`config.mk`:
```
export PLATFORM = sky130hd
export DESIGN_NAME = oam_dma_controller
export DESIGN_NICKNAME = d
export VERILOG_FILES = /design/src/rtl/oam_dma_controller.sv
export SDC_FILE = /design/constraint.sdc
export NUM_CORES = 1
export LEC_CHECK = 0
export BUFFER_PORTS_ARGS = -buffer_cell sky130_fd_sc_hd__buf_2
export CORE_MARGIN = 2
export CORE_UTILIZATION = 25
export DETAILED_ROUTE_END_ITERATION = 7
export PLACE_DENSITY = 0.45
export SLEW_MARGIN = 20
export SYNTH_ARGS = -nofsm -noshare
export SYNTH_HDL_FRONTEND = slang
export SYNTH_SLANG_ARGS = --single-unit
```
`constraint.sdc`:
```
create_clock -name clock_i -period 5.6 [get_ports clock_i]
set_input_delay 0.28 -clock clock_i [delete_from_list [all_inputs] [get_ports clock_i]]
set_output_delay 0.28 -clock clock_i [all_outputs]
set_load 0.02 [all_outputs]
```
`src/rtl/oam_dma_controller.sv`:
```
// -----------------------------------------------------------------------------
// oam_dma_controller
//
// Game Boy OAM DMA engine (register FF46). A CPU write to the register starts
// a copy of NUM_BYTES bytes from {src_hi, 8'h00} into OAM. Source bytes are
// read through the interconnect master port, and OAM is written through a
// dedicated write port. busy lets the interconnect fence off the CPU while
// a copy is running.
//
// Ports:
//   clock_i        system clock, rising edge
//   reset_i        asynchronous reset, active low
//   reg_wr_en_i    one-cycle CPU write strobe to FF46
//   reg_wr_data_i  source high byte written by the CPU
//   reg_rd_data_o  last value written to FF46 (unmapped)
//   busy_o         copy in progress (start delay + transfer)
//   bus_req_o      master request to the interconnect during the transfer
//   bus_grant_i    interconnect grant; low stalls the slot sequencer
//   bus_addr_o     read address {src_hi, idx}
//   bus_rd_en_o    one-cycle read strobe
//   bus_rd_data_i  read data, valid the cycle after bus_rd_en_o
//   oam_addr_o     OAM byte index
//   oam_wr_en_o    one-cycle OAM write strobe
//   oam_wr_data_o  byte to write into OAM
// -----------------------------------------------------------------------------
module oam_dma_controller #(
    parameter int NUM_BYTES       = 160,
    parameter int CYCLES_PER_BYTE = 4,
    parameter int START_DELAY     = 4
) (
    input  logic        clock_i,
    input  logic        reset_i,
    input  logic        reg_wr_en_i,
    input  logic [7:0]  reg_wr_data_i,
    output logic [7:0]  reg_rd_data_o,
    output logic        busy_o,
    output logic        bus_req_o,
    input  logic        bus_grant_i,
    output logic [15:0] bus_addr_o,
    output logic        bus_rd_en_o,
    input  logic [7:0]  bus_rd_data_i,
    output logic [7:0]  oam_addr_o,
    output logic        oam_wr_en_o,
    output logic [7:0]  oam_wr_data_o
);

    localparam int CW = $clog2(CYCLES_PER_BYTE);
    localparam int DW = (START_DELAY > 1) ? $clog2(START_DELAY) : 1;

    typedef enum logic [1:0] {
        IDLE  = 2'd0,
        START = 2'd1,
        XFER  = 2'd2
    } state_e;

    // With no start delay a write drops straight into the transfer.
    localparam state_e START_TGT = (START_DELAY == 0) ? XFER : START;

    state_e          state_q, state_d;
    logic [CW-1:0]   c_q, c_d;
    logic [7:0]      idx_q, idx_d;
    logic [DW-1:0]   dly_q, dly_d;
    logic [7:0]      src_q, src_d;
    logic [7:0]      reg_q, reg_d;
    logic [7:0]      src_map;

    logic            busy_q, req_q, rd_q, wr_q;
    logic [15:0]     bus_addr_q;
    logic [7:0]      oam_addr_q;
    logic            rd_vld_q;   // a read fired last cycle: bus_rd_data_i is live
    logic [7:0]      data_q;     // captured read byte, used for deferred writes

    // E0-FF is echo RAM for C000-DFFF.
    always_comb begin
        src_map = reg_wr_data_i;
        if (reg_wr_data_i >= 8'hE0) begin
            src_map = reg_wr_data_i - 8'h20;
        end
    end

    always_comb begin
        state_d = state_q;
        c_d     = c_q;
        idx_d   = idx_q;
        dly_d   = dly_q;
        src_d   = src_q;
        reg_d   = reg_q;
        if (reg_wr_en_i) begin
            // A write while busy is a restart; same handling as from IDLE.
            reg_d   = reg_wr_data_i;
            src_d   = src_map;
            idx_d   = 8'd0;
            c_d     = '0;
            dly_d   = '0;
            state_d = START_TGT;
        end else begin
            case (state_q)
                START: begin
                    if (dly_q == DW'(START_DELAY - 1)) begin
                        state_d = XFER;
                    end else begin
                        dly_d = dly_q + 1'b1;
                    end
                end
                XFER: begin
                    // Without grant the slot sequencer freezes in place.
                    if (bus_grant_i) begin
                        if (c_q == CW'(CYCLES_PER_BYTE - 1)) begin
                            c_d = '0;
                            if (idx_q == 8'(NUM_BYTES - 1)) begin
                                state_d = IDLE;
                            end else begin
                                idx_d = idx_q + 8'd1;
                            end
                        end else begin
                            c_d = c_q + 1'b1;
                        end
                    end
                end
                default: ;
            endcase
        end
    end

    always_ff @(posedge clock_i or negedge reset_i) begin
        if (!reset_i) begin
            state_q    <= IDLE;
            c_q        <= '0;
            idx_q      <= 8'd0;
            dly_q      <= '0;
            src_q      <= 8'd0;
            reg_q      <= 8'hFF;
            busy_q     <= 1'b0;
            req_q      <= 1'b0;
            rd_q       <= 1'b0;
            wr_q       <= 1'b0;
            bus_addr_q <= 16'd0;
            oam_addr_q <= 8'd0;
            rd_vld_q   <= 1'b0;
            data_q     <= 8'd0;
        end else begin
            state_q  <= state_d;
            c_q      <= c_d;
            idx_q    <= idx_d;
            dly_q    <= dly_d;
            src_q    <= src_d;
            reg_q    <= reg_d;
            // Outputs are registered from next state so they line up with
            // the slot position of the cycle they appear in.
            busy_q   <= (state_d != IDLE);
            req_q    <= (state_d == XFER);
            rd_q     <= (state_d == XFER) && (c_d == CW'(0));
            wr_q     <= (state_d == XFER) && (c_d == CW'(1));
            if ((state_d == XFER) && (c_d == CW'(0))) begin
                bus_addr_q <= {src_d, idx_d};
            end
            if ((state_d == XFER) && (c_d == CW'(1))) begin
                oam_addr_q <= idx_d;
            end
            rd_vld_q <= bus_rd_en_o;
            if (rd_vld_q) begin
                data_q <= bus_rd_data_i;
            end
        end
    end

    assign reg_rd_data_o = reg_q;
    assign busy_o        = busy_q;
    assign bus_req_o     = req_q;
    assign bus_addr_o    = bus_addr_q;
    assign oam_addr_o    = oam_addr_q;

    // Grant gates the strobes in the cycle it is low so nothing is issued
    // onto a bus we do not own. A register write kills a pending OAM write.
    assign bus_rd_en_o   = rd_q & bus_grant_i;
    assign oam_wr_en_o   = wr_q & bus_grant_i & ~reg_wr_en_i;

    // Read data is only valid for the single cycle after the read, which is
    // the c=1 write cycle, so that cycle passes it straight through. A write
    // deferred by a grant stall uses the captured copy instead.
    assign oam_wr_data_o = rd_vld_q ? bus_rd_data_i : data_q;

endmodule

```
==> Word-level counts from Yosys, hierarchy flattened <==
Index checks and enable logic that the tools add are counted.
{ "totals": {"output_inout_bits": 44, "wordCells": 58, "regBits": 67, "inputBits": 20} }
{ "op_classes": {"add_sub_neg": 4, "muxes": 21, "magnitude_cmp": 1, "n_bitwise": 4, "n_eq_ne": 8, "reduce_logical": 6} }
{ "op_table": {"columns": ["cell", "count"], "rows": [
  ["$mux W8", 8],
  ["$mux W2", 12],
  ["$add A8 B1 Y8 const B", 1],
  ["$eq A2 B2 Y1 const B", 4],
  ["$eq A8 B8 Y1 const B", 1],
  ["$ge A8 B8 Y1 const B", 1],
  ["$sub A8 B6 Y8 const B", 1],
  ["$add A2 B1 Y2 const B", 2],
  ["$eq A2 B1 Y1 const B", 2],
  ["$pmux W2 S2", 1],
  ["$reduce_bool A2 Y1", 2],
  ["$and A1 B1 Y1", 3],
  ["$logic_and A1 B1 Y1", 2],
  ["$logic_not A2 Y1", 1],
  ["$ne A2 B2 Y1 const B", 1],
  ["$reduce_and A2 Y1", 1],
  ["$not A1 Y1", 1]
]} }

==> Depth between registers and ports, before layout <==
{ "logic_depth": {"depth_word": 8, "mapped_depth": 9, "depth_no_buf": 7} }

==> Least setup slack after synthesis <==
No wires, ideal clock.
{ "synth_timing": {"path_type": "reg2reg", "startpoint": "register state_q[0]", "endpoint": "register bus_addr_q[10], in the netlist bus_addr_o[10]", "slack_ps": 2979, "t_arrival_ps": 2496, "period_less_slack_ps": 2621, "stages_incl_launch_ff": 10, "n_path_buf": 2, "setup_time_ps": 125, "required_ps": 5475, "path_cell_list": "dfrtp_1 > inv_1 > ha_1 > nand2b_1 > a2111oi_1 > o41ai_2 > or4_1 > buf_6 > buf_12 > mux2_4"} }
{ "synth_via": {"elab_chain_len": 7, "elab_cells_between_ends": 13, "cone_classes": "eq/ne: 3; mux: 8; reduce/logical: 2"} }
{ "synth_lines": {"columns": ["item", "line_no", "rtl"], "rows": [
  ["start: declaration", "59", "state_e state_q, state_d;"],
  ["start signal: assignment", "142", "state_q <= state_d;"],
  ["$mux W2", "110", "if (idx_q == 8'(NUM_BYTES - 1)) begin"],
  ["$mux W2", "108", "if (c_q == CW'(CYCLES_PER_BYTE - 1)) begin"],
  ["$mux W2", "107", "if (bus_grant_i) begin"],
  ["$pmux W2 S2", "97", "case (state_q)"],
  ["$mux W2", "88", "if (reg_wr_en_i) begin"],
  ["$eq A2 B2 Y1", "154", "if ((state_d == XFER) && (c_d == CW'(0))) begin"],
  ["$logic_and A1 B1 Y1 (*)", "154", null],
  ["end signal: assignment", "155", "bus_addr_q <= {src_d, idx_d};"],
  ["end: declaration", "68", "logic [15:0] bus_addr_q;"]
]} }
Every way passes the cells marked *; elsewhere a longest branch is shown, timed or not.
A chain may end at the register's enable or synchronous reset.

==> Final worst setup path <==
{ "layout_timing": {"startpoint": "register idx_q[5]", "endpoint": "register bus_addr_q[0], in the netlist bus_addr_o[0]"} }
{ "layout_via": {"elab_chain_len": 8, "elab_cells_between_ends": 13, "cone_classes": "eq/ne: 2; mux: 10; reduce/logical: 1"} }
{ "layout_lines": {"columns": ["item", "line_no", "rtl"], "rows": [
  ["start: declaration", "61", "logic [7:0] idx_q, idx_d;"],
  ["start signal: assignment", "144", "idx_q <= idx_d;"],
  ["$eq A8 B8 Y1 (*)", "110", null],
  ["$mux W2", "110", null],
  ["$mux W2", "108", null],
  ["$mux W2", "107", null],
  ["$pmux W2 S2", "97", null],
  ["$mux W2", "88", null],
  ["$eq A2 B2 Y1", "154", null],
  ["$logic_and A1 B1 Y1", "154", null]
]} }
Marked as above.

==> summary by stage <==
Run status
The run finished with clean final reports.

Worst setup path
The biggest fanout along the worst timing path is 17. The setup path with the least slack is of type reg2reg. The cell family with the largest share of critical-path delay is simple AND/OR/NAND/NOR gates. The critical path required time is 5810 ps.

The cell at the slowest stage of the critical path is sky130_fd_sc_hd__or4_1. The number of buffers and inverters on the critical path is 0. The critical path data arrival time is around 3300 ps. The longest individual stage delay on the worst path is between 800 and 900 ps.

Walking the worst path, the cells encountered are or3b_4 > or2_1 > o41ai_2 > or4_1 > mux2_2. STA classifies the critical path startpoint as a flip-flop. The endpoint type of the worst setup path is a flip-flop.

Routing
The number of antenna-violating nets in the routed design is 0. In the final routed layout, each cell accounts on average for ~13 um. The total wire length is approximately 5700 um.

Across all layers, the routed design uses between 1.5k and 2k vias. The number of remaining DRC errors is 0. The number of detailed-route iterations in the first pass is 3.

The number of DRC violations after detailed-routing iteration 0 is 82. The via-per-instance ratio is approximately 4.2.

Floorplan
Pin placement for this block handled 64 I/O pins. The vertical extent of the die is 111 um. The core region is approximately 0.011 mm2. The row count is 39. The die boundary width is 111 um. The effective utilization at floorplan is roughly a quarter. The overall die area is ~0.012 mm2.

Power and ir drop
The worst-case vdd ir drop is 0.177 mV. The post-route total power is between 1 and 1.5 mW. The static power due to leakage is between 1.5 and 2 nW. The total power per unit cell area is just under 400 mW/mm2.

CTS
The number of buffers inserted for hold repair after clock tree synthesis is 0. Post-CTS repair changed the size of 0 cells. The tree is rooted in a sky130_fd_sc_hd__clkbuf_16. Buffers added to address setup during post-CTS repair amount to 0.

TritonCTS built the clock tree. The clock transition at the registers of the reported paths is 60 ps. The clock tree buffer depth is 2. The CTS H-tree depth is 3. The clock net sink count is between 60 and 70. The number of buffers created by CTS is 9. The clock latency reported for the late side of the worst-skew pair is ~330 ps.

Finish
The area growth from synthesis to layout is 25.1%. The antenna diode instance count is 0. The final net count is 312. Of the cells placed in the final design, the portion with a size suffix greater than 1 is ~46%. The finished cells cover roughly 0.0036 mm2. The combined flip-flop and latch cell area is ~0.0017 mm2.

Counting the fill cells in the layout gives between 1k and 1.5k. The end-of-flow core utilization is a little under a third. The area occupied by multi-input gates is between 0.001 and 0.0015 mm2.

STA
The slew at the pin with the worst max-slew slack is between 1000 and 1500 ps. The final number of max-transition violations came to 0. The maximum clock frequency is 321 MHz. Setup repair after global routing left no endpoint under its margin.

After layout, the worst setup slack is approximately 2500 ps. Headroom to the max-slew limit came out at between 30% and 40%. The time the final worst path needs with I/O delays and setup is slightly above 3000 ps. Of the available clock period, the critical path in the final layout requires about 56%. The number of failing setup endpoints in the final timing report is 0.

The setup TNS after final layout is 0 ps. The final number of hold-violating endpoints was 0. The setup skew after layout is about 5.1 ps.

Logic synthesis
The number of enable flip-flop cells after synthesis is 0. In this run the cell area of the synthesized design comes to between 0.002 and 0.003 mm2. The main combinational cell family by area after synthesis is multiplexers. Of all flip-flops after synthesis, the portion carrying an async set or reset was 100%.

Counting every instance in the synthesized netlist gives approximately 220. Multiplexer cells account for around 16% of the synthesized area. The arithmetic-cell share of the synthesized area counting full adders, half adders and majority gates is between 2 and 3%. Summing the areas of all compound-gate instances in the mapped netlist gives under 10% of the synthesized area. The simple-gate share of the synthesized area is 10.2%.

The number of unique standard cell types used by synthesis is 40. The count of yosys warnings during synthesis is 0. The post-synthesis sequential element count is 67.

The dominant synthesized flop cell is sky130_fd_sc_hd__dfrtp_1. Summing the areas of all xor and xnor instances in the mapped netlist gives under 10% of the synthesized area. In this run the mean area of a mapped cell was between 10 and 15 um2. When the netlist entered floorplanning its net count stood at 245. The sequential area share after synthesis is roughly three fifths.

Global route
The first global-routing pass estimated approximately 9900 um of wire. The initial antenna violation count is 0. The pin count of the biggest net entering global routing is 68. The total global-route track usage is 10.1%. The via count of the first global-routing pass is 1961. The global-route congestion overflow total is 0.

Placement
The final weighted congestion in routability-driven placement is a little over 0.8. The number of port buffers is 63. The worst setup timing slack at the placement stage is between 2000 and 2500 ps.

In this run the cell area measured after placement is 0.00329 mm2. Detailed placement ended at an HPWL of approximately 3900 um.

Flow run
The count of max-cap constraint violations is 0.

Hold path
The path class of the tightest hold or removal check is in2async.
path summary, 6_finish.rpt:
kind / startpoint / end / slack [ps] / depth (start not counted)
max: idx_q[5] / bus_addr_o[0] / 2480 / 5
min: reset_i / src_q[7] / 140 / 2
max reg2reg: idx_q[5] / bus_addr_o[0] / 2480 / 5
min reg2reg: reg_rd_data_o[3] / reg_rd_data_o[3] / 470 / 2
max in group asynchronous: reset_i / data_q[6] / 4880 / 2
min in group clock_i: reg_wr_data_i[3] / reg_rd_data_o[3] / 190 / 3
through the flow:
step / cells / hold slack (ps)
3_5_place_dp: 418 / 463
6_report: 434 / 138
3_3_place_gp: 418 / 457
4_1_cts: 434 / 182
5_1_grt: 434 / 201
2_1_floorplan: 219 / -15.6
cells in the mapped netlist (all sizes together), types with 2 or more instances:
cell type	count	area, um2
nand4	3	18.8
a31oi	2	12.5
xor2	4	35.0
buf	3	46.3
o21ai	14	70.1
a21oi	4	23.8
inv	18	67.6
nand3	6	30.0
nor3	3	15.0
or2b	2	17.5
mux2i	2	20.0
or4	2	16.3
and4	2	17.5
mux2	36	439
and2	2	12.5
clkbuf	5	38.8
dfrtp	59	1480
nor2	11	41.3
nand2	13	48.8
ha	6	75.1
dfstp	8	210
and3	3	20.0
flip-flops by register name (all words and copies together), names as in the netlist:
signal         count
bus_addr_o        16
data_q             8
idx_q              8
oam_addr_o         8
reg_rd_data_o      8
src_q              8
c_q                2
dly_q              2
state_q            2
bus_req_o          1
busy_o             1
rd_q               1
rd_vld_q           1
wr_q               1
layout by cell type (no fill, tap or decap), drive strengths merged, types with 2 or more instances in the layout:
cell | synthesis | final
xor2 | 4 | 4
mux2 | 36 | 36
nor3 | 3 | 3
nor2 | 11 | 11
o21ai | 14 | 14
dfstp | 8 | 8
nand4 | 3 | 3
buf | 3 | 64
ha | 6 | 6
and4 | 2 | 2
mux2i | 2 | 2
and3 | 3 | 3
a31oi | 2 | 2
dfrtp | 59 | 59
clkbuf | 5 | 10
clkinvlp | 0 | 2
or4 | 2 | 2
or2b | 2 | 2
a21oi | 4 | 4
nand3 | 6 | 6
nand2 | 13 | 13
inv | 18 | 19
clkinv | 0 | 2
and2 | 2 | 2
where the power goes:
part	switching [mW]	leakage (nW)	internal, mW
registers	0.0295	0.871	0.556
logic	0.158	0.834	0.114
clock network	0.205	0.145	0.356
total	0.392	1.85	1.03
layout make-up:
type	instances	share of cell area, %
clock buffers	10	6.66
clock inverters	6	1.78
inverters	18	1.88
multi-input cells	126	28.7
flip-flops and latches	67	47.0
well taps	143	4.98
repair buffers	64	8.99
per-layer routing:
metal	global-route usage [%]	vias up	wire [um]
li1	-	882	-
met1	13.2	885	2690
met2	15.1	43	2610
met3	3.44	10	288
met4	4.69	0	127
met5	0	-	0
logic make-up after synthesis:
group | Yosys count
AOI/OAI and AO/OA | 25
adders and majority gates | 6
buffers and inverters | 26
DFF | 67
muxes | 38
and+or+nand+nor | 52
xor gates and xnor gates | 5
No activity file was read; power rests on OpenSTA's default activity.
